$ cat src/rtl/cache_control.sv
// Control FSM for a 2-way, write-back, write-allocate cache with 128-bit lines.
// The FSM sequences hit handling, dirty-victim write-back and line allocation.
module cache_control (
  input  logic clk,
  input  logic rst_n,
  input  logic mem_read,
  input  logic mem_write,
  output logic mem_resp,
  output logic pmem_read,
  output logic pmem_write,
  input  logic pmem_resp,
  input  logic hit1,
  input  logic hit2,
  input  logic dirty1_out,
  input  logic dirty2_out,
  input  logic lru_out,
  output logic load_tag1,
  output logic load_tag2,
  output logic load_valid1,
  output logic load_valid2,
  output logic load_data1,
  output logic load_data2,
  output logic load_dirty1,
  output logic load_dirty2,
  output logic load_lru,
  output logic valid_in,
  output logic dirty_in,
  output logic lru_in,
  output logic data_sel,
  output logic pmem_addr_sel,
  output logic wb_way
);

  typedef enum logic [1:0] {
    IDLE      = 2'd0,
    WRITEBACK = 2'd1,
    ALLOCATE  = 2'd2
  } state_t;

  state_t state;
  logic   victim;
  logic   req;
  logic   hit;
  logic   victim_dirty;

  assign req          = mem_read | mem_write;
  assign hit          = hit1 | hit2;
  assign victim_dirty = lru_out ? dirty2_out : dirty1_out;

  // State and victim register; victim is captured once at miss detection.
  always_ff @(posedge clk) begin
    if (!rst_n) begin
      state  <= IDLE;
      victim <= 1'b0;
    end else begin
      case (state)
        IDLE: begin
          if (req && !hit) begin
            victim <= lru_out;
            state  <= victim_dirty ? WRITEBACK : ALLOCATE;
          end
        end
        WRITEBACK: begin
          // An abandoned request skips the fill once the write-back lands.
          if (pmem_resp) state <= req ? ALLOCATE : IDLE;
        end
        ALLOCATE: begin
          if (pmem_resp) state <= IDLE;
        end
        default: state <= IDLE;
      endcase
    end
  end

  // Output decode from state, victim and live inputs; reset forces everything low.
  always_comb begin
    mem_resp      = 1'b0;
    pmem_read     = 1'b0;
    pmem_write    = 1'b0;
    load_tag1     = 1'b0;
    load_tag2     = 1'b0;
    load_valid1   = 1'b0;
    load_valid2   = 1'b0;
    load_data1    = 1'b0;
    load_data2    = 1'b0;
    load_dirty1   = 1'b0;
    load_dirty2   = 1'b0;
    load_lru      = 1'b0;
    valid_in      = 1'b0;
    dirty_in      = 1'b0;
    lru_in        = 1'b0;
    data_sel      = 1'b0;
    pmem_addr_sel = 1'b0;
    wb_way        = 1'b0;
    if (rst_n) begin
      case (state)
        IDLE: begin
          if (req && hit) begin
            mem_resp = 1'b1;
            load_lru = 1'b1;
            lru_in   = hit1;
            if (mem_write) begin
              dirty_in    = 1'b1;
              load_data1  = hit1;
              load_dirty1 = hit1;
              load_data2  = !hit1;
              load_dirty2 = !hit1;
            end
          end
        end
        WRITEBACK: begin
          pmem_write    = 1'b1;
          pmem_addr_sel = 1'b1;
          wb_way        = victim;
        end
        ALLOCATE: begin
          pmem_read = 1'b1;
          wb_way    = victim;
          if (pmem_resp) begin
            data_sel    = 1'b1;
            valid_in    = 1'b1;
            load_data1  = !victim;
            load_tag1   = !victim;
            load_valid1 = !victim;
            load_dirty1 = !victim;
            load_data2  = victim;
            load_tag2   = victim;
            load_valid2 = victim;
            load_dirty2 = victim;
          end
        end
        default: ;
      endcase
    end
  end

endmodule

$ cat config.mk
export PLATFORM = sky130hd
export DESIGN_NAME = cache_control
export DESIGN_NICKNAME = d
export VERILOG_FILES = /design/src/rtl/cache_control.sv
export SDC_FILE = /design/constraint.sdc
export NUM_CORES = 1
export LEC_CHECK = 0
export ABC_AREA = 1
export CELL_PAD_IN_SITES_DETAIL_PLACEMENT = 0
export CELL_PAD_IN_SITES_GLOBAL_PLACEMENT = 1
export CORE_MARGIN = 8
export CORE_UTILIZATION = 23
export CTS_CLUSTER_SIZE = 24
export DETAILED_ROUTE_END_ITERATION = 16
export PLACE_DENSITY = 0.8
export SLEW_MARGIN = 15
export SYNTH_ARGS = -nofsm -noshare
export SYNTH_HDL_FRONTEND = slang
export SYNTH_SLANG_ARGS = --single-unit
export TNS_END_PERCENT = 10
$ cat constraint.sdc
create_clock -name clk -period 3.2 [get_ports clk]
set_clock_uncertainty 0.05 [all_clocks]
set_input_delay 0.96 -clock clk [delete_from_list [all_inputs] [get_ports clk]]
set_output_delay 0.96 -clock clk [all_outputs]
set_load 0.005 [all_outputs]
# Word level (Yosys, flattened, before mapping)
# Index checks and enable logic that the tools add are counted.
dict set report classes {
  eq_ne 5
  mux 40
  bitwise_logic 2
  n_reduce_logical 9
}
# operator n
set ops {}
lappend ops {{$mux W1} 32}
lappend ops {{$mux W2} 5}
lappend ops {{$ne A2 B2 Y1 const B} 3}
lappend ops {{$pmux W2 S3} 1}
lappend ops {{$pmux W1 S2} 2}
lappend ops {{$logic_not A1 Y1} 3}
lappend ops {{$reduce_and A3 Y1} 1}
lappend ops {{$eq A2 B1 Y1 const B} 1}
lappend ops {{$eq A2 B2 Y1 const B} 1}
lappend ops {{$logic_and A1 B1 Y1} 2}
lappend ops {{$logic_not A2 Y1} 1}
lappend ops {{$or A1 B1 Y1} 2}
lappend ops {{$reduce_and A2 Y1} 1}
lappend ops {{$reduce_or A2 Y1} 1}
dict set report totals {
  regBits 3
  in_bits 10
  out_inout_bits 18
  elab_cells 58
}

# Depth between registers and ports, before layout
dict set report logic_depth {
  depth_word 5
  ltp_mapped 9
  ltp_nobuf 9
}

# Worst setup path after synthesis
# OpenSTA, ideal clock, no wires.
dict set report synth_timing {
  kind {input to output}
  startpoint {input port hit2}
  endpoint {output port mem_resp}
  arrival_ns 1.452
  required_ns 2.190
  setup_slack_ns 0.738
  stages 5
  n_path_buf 1
  path_cell_list {nor2_2 a21oi_1 nand3_1 inv_1 buf_4}
}
dict set report synth_via {
  elab_chain_len 5
}
# element line
set synth_rtl {}
lappend synth_rtl {{start: declaration} 13} ;# input logic hit2,
lappend synth_rtl {{$or A1 B1 Y1} 47} ;# assign hit = hit1 | hit2;
lappend synth_rtl {{$logic_and A1 B1 Y1} 98} ;# if (req && hit) begin
lappend synth_rtl {{$mux W1 (3 in series)} n/a}
lappend synth_rtl {{end: declaration} 8} ;# output logic mem_resp,
# No other way between the ends.

# Final worst setup path
dict set report layout_timing {
  startpoint {input port hit2}
  endpoint {output port dirty_in}
}
dict set report layout_via {
  elab_chain_len 5
}
# element line
set layout_rtl {}
lappend layout_rtl {{$or A1 B1 Y1} 47}
lappend layout_rtl {{$logic_and A1 B1 Y1} 98}
lappend layout_rtl {{$mux W1} 98}
lappend layout_rtl {{$mux W1} 96} ;# case (state)
lappend layout_rtl {{$mux W1} 95} ;# if (rst_n) begin
lappend layout_rtl {{end: declaration} 27} ;# output logic dirty_in,
# No other way between the ends.

==> key figures <==
Outcome
  – Status: finished clean

Global routing
  – Vias in the first global route: roughly 530
  – Global route hottest layer: met2
  – Met1 GRT Util: 0.0746
  – Gr ovfl total: 0
  – GRT met2 Usage: 0.142
  – M3 GR Usage: 0.0370
  – First-pass GRT wire length: roughly 2200 µm
  – Tot GR Track Use: 0.0797
  – Initial antenna violation count: 0
  – Pin count of the biggest net entering global routing: 7

Floorplanning
  – Initial Util: 0.243
  – Die H: 58.8 µm
  – I/O pin cnt: 28
  – Die area: 3450 µm²
  – Row Count: 15
  – Core Region: ~1700 µm²
  – Chip width: 58.8 µm

CTS
  – Postcts setup bufs: 0
  – Clk slew on worst S/H paths: 0.03 ns
  – CTS tree: yes
  – Clock sinks: 3
  – Deepest clock path buffer count: 2
  – Num CTS Buffers: 3
  – Clk_lat worst skew: approximately 0.23 ns
  – CTS root buffer: clkbuf_4
  – H-tree levels: 1

Critical path
  – Critical path data required time: 2.19 ns
  – Chain of cells forming the critical path: clkdlybuf4s50_1 -> nor2_2 -> a21oi_1 -> nand3_1 -> nor2_1 -> dlygate4sd2_1
  – CP bufs+invs: 2
  – Critical path class: primary input to output port
  – Crit end category: output port
  – Worst r2r src: state[0]
  – Max stage delay on crit path: between 0.4 and 0.5 ns
  – R2r setup slk: between 1.5 and 2 ns
  – Worst path arrival time: between 2 and 2.5 ns
  – Startpoint types: primary input
  – CP max stage cell: clkdlybuf4s50_1
  – Worst Path Max Fanout: 3
  – FF-to-FF End: state[1]
  – Reg2Reg Depth: 8
  – CP delay by family, top: buffers and inverters

Synthesis
  – Async set-reset flop share out of synthesis: 0
  – Cell Area, Synth: between 400 and 500 µm²
  – Yosys warnings: 0
  – Net Count, Synth: 86
  – Synth cell types: 17
  – Share of the synthesized area in the top cell type: 0.152
  – Synth area leaders: nand2_1 15%, dfxtp_1 14%, inv_1 13%, buf_4 13%, nor2_1 9.8%
  – Post-Synthesis Cells: 73
  – EDFF count, synth: 0
  – Prevailing post-synth register cell: dfxtp_1
  – Seq/Total Area, Yosys: 0.143
  – Synth area leader: nand2_1
  – Post-synthesis average cell area: about 5.8 µm²
  – Synth Register Bits: 3

Layout
  – Share of cells above drive strength 1: 0.219
  – Nets: around 120
  – Synth-to-Final Area Change: 79.2%
  – Ant diodes: 0
  – Fillcell total: ~210

Flow run
  – Max Cap Viol: 0

Min path
  – Hold depth: 2
  – Hold Crit Endpoint: state[0]
  – Min-delay src: state[0]
  – Hold Path Class: flip-flop to flip-flop

Power
  – PD cells: between 200 and 300 nW/µm²
  – Peak supply drop: roughly 190 µV
  – Pleak: approximately 0.48 nW
  – Clk pwr share: 0.290
  – Psw: between 80 and 90 µW
  – Combinational Power Share: 0.510
  – Sequential Power Share: 0.200
  – Internal: ~140 µW
  – Sw Ratio: 0.362

Timing
  – Setup tns final: 0 ns
  – Final Hold Fails: 0
  – Worst Hold Slack: between 0.4 and 0.5 ns
  – Worst-Margin Slew: between 0.2 and 0.3 ns
  – Max Slew Vio Count: 0
  – Worst slew margin: 0.829
  – Final Cycle Share: 0.969
  – Min Tclk post-route: around 3.1 ns
  – RSZ-0062 raised after global routing: no
  – FMAX: 0.322 GHz
  – Final setup vio count: 0

Detailed routing
  – Drt total wl: around 1300 µm
  – Routed Antenna Nets: 0
  – # DRC: 0
  – Iter 0 DRT Violations: 14
  – Via density: 3.88
  – Via count: 504
  – Avg WL per Cell: 9.95 µm
  – TritonRoute pass-1 iters: 4

Placement
  – GP Congestion: 0.770
  – HPWL after detailed placement: ~1100 µm
  – Port Buf Inserts: 27
[placed cells by master (no fill, tap or decap)]
master,count
nand2_2,3
o21ai_1,1
clkbuf_1,1
buf_4,7
inv_2,1
buf_6,1
nand2_1,16
inv_1,15
ha_1,3
nand3_1,2
a21oi_1,1
dfxtp_1,3
nand2_4,2
nor2_2,3
clkdlybuf4s50_1,7
a31oi_1,1
clkbuf_4,3
nor2_1,11
dlymetal6s2s_1,2
nor3_2,1
nand4_1,1
dlygate4sd2_1,18
a21oi_2,2
[worst min-delay path: cells and delay by family, from the launching register on]
family / cells / cell delay [ns]
compound gates: 1 / 0.05
flops: 1 / 0.32
simple gates: 1 / 0.08
[metrics by stage]
stage	setup slack, ns	area (µm²)	utilization	power [mW]	instances
floorplan	0.738	420	-	0.113	73
global placement	-0.181	729	0.422	0.168	126
detailed placement	-0.191	729	0.422	0.169	126
CTS	-0.157	746	0.432	0.230	130
global route	0.0156	753	0.436	0.248	130
finish	0.0979	753	0.436	0.226	130
[flip-flops by register name, summed over array words and instances (netlist names)]
signal  count
state       2
victim      1
[area by class of cell]
cell class                 instances  area, µm²  share of cell area
sequential                         3       60.1              0.0797
clock buffer                       4       26.3              0.0349
tap                               25       31.3              0.0415
inverter                          16       60.1              0.0797
timing repair buffer              35        317               0.420
multi-input combinational         47        259               0.344
[per-layer routing]
metal	share of wire	vias to the layer above	routed length (µm)
met4	0.013	0	17
met3	0.13	2	163
li1	-	274	-
met1	0.43	203	560
met2	0.43	25	552
met5	0	-	0
[cells by family (layout without fill, tap and decap cells)]
kind of cell    count (synthesis)  count (layout)  share of synthesized area
buf+inv                        23              55                      0.268
flops                           3               3                      0.143
compound gates                  5               5                     0.0714
simple gates                   39              39                      0.429
fa+ha+maj                       3               3                     0.0893
[what timing repair did]
item,4_1_cts,5_1_grt
hold buffers,0,0
setup endpoints to repair,18,4
gates resized for setup,21,3
pin swaps,0,1
[power by group through the flow]
stage | Sequential [mW] | Combinational [mW] | Clock (mW)
final | 0.0452 | 0.115 | 0.0655
after CTS | 0.0453 | 0.116 | 0.0694
after floorplan | 0.0449 | 0.0679 | 0
after detailed placement | 0.0457 | 0.123 | 0
after global placement | 0.0456 | 0.122 | 0
after global routing | 0.0462 | 0.129 | 0.0723
[synth_stat cells, types with 2 or more instances]
| cell | number |
|---|---|
| nor2_1 | 11 |
| a21oi_1 | 2 |
| nand3_1 | 2 |
| nand2_1 | 17 |
| buf_4 | 7 |
| nand2_4 | 2 |
| nor2_2 | 3 |
| inv_1 | 15 |
| ha_1 | 3 |
| dfxtp_1 | 3 |
| nand2_2 | 2 |
[worst max path at each step]
stage | cells after the start | slack [ns] | from | to
2_1_floorplan | 5 | 0.74 | hit2 | mem_resp
3_3_place_gp | 6 | -0.18 | hit1 | dirty_in
3_5_place_dp | 6 | -0.19 | pmem_resp | load_dirty1
4_1_cts | 6 | -0.16 | hit2 | lru_in
5_1_grt | 6 | 0.02 | hit2 | mem_resp
6_report | 6 | 0.1 | hit2 | dirty_in
No activity file was read; power rests on OpenSTA's default activity.
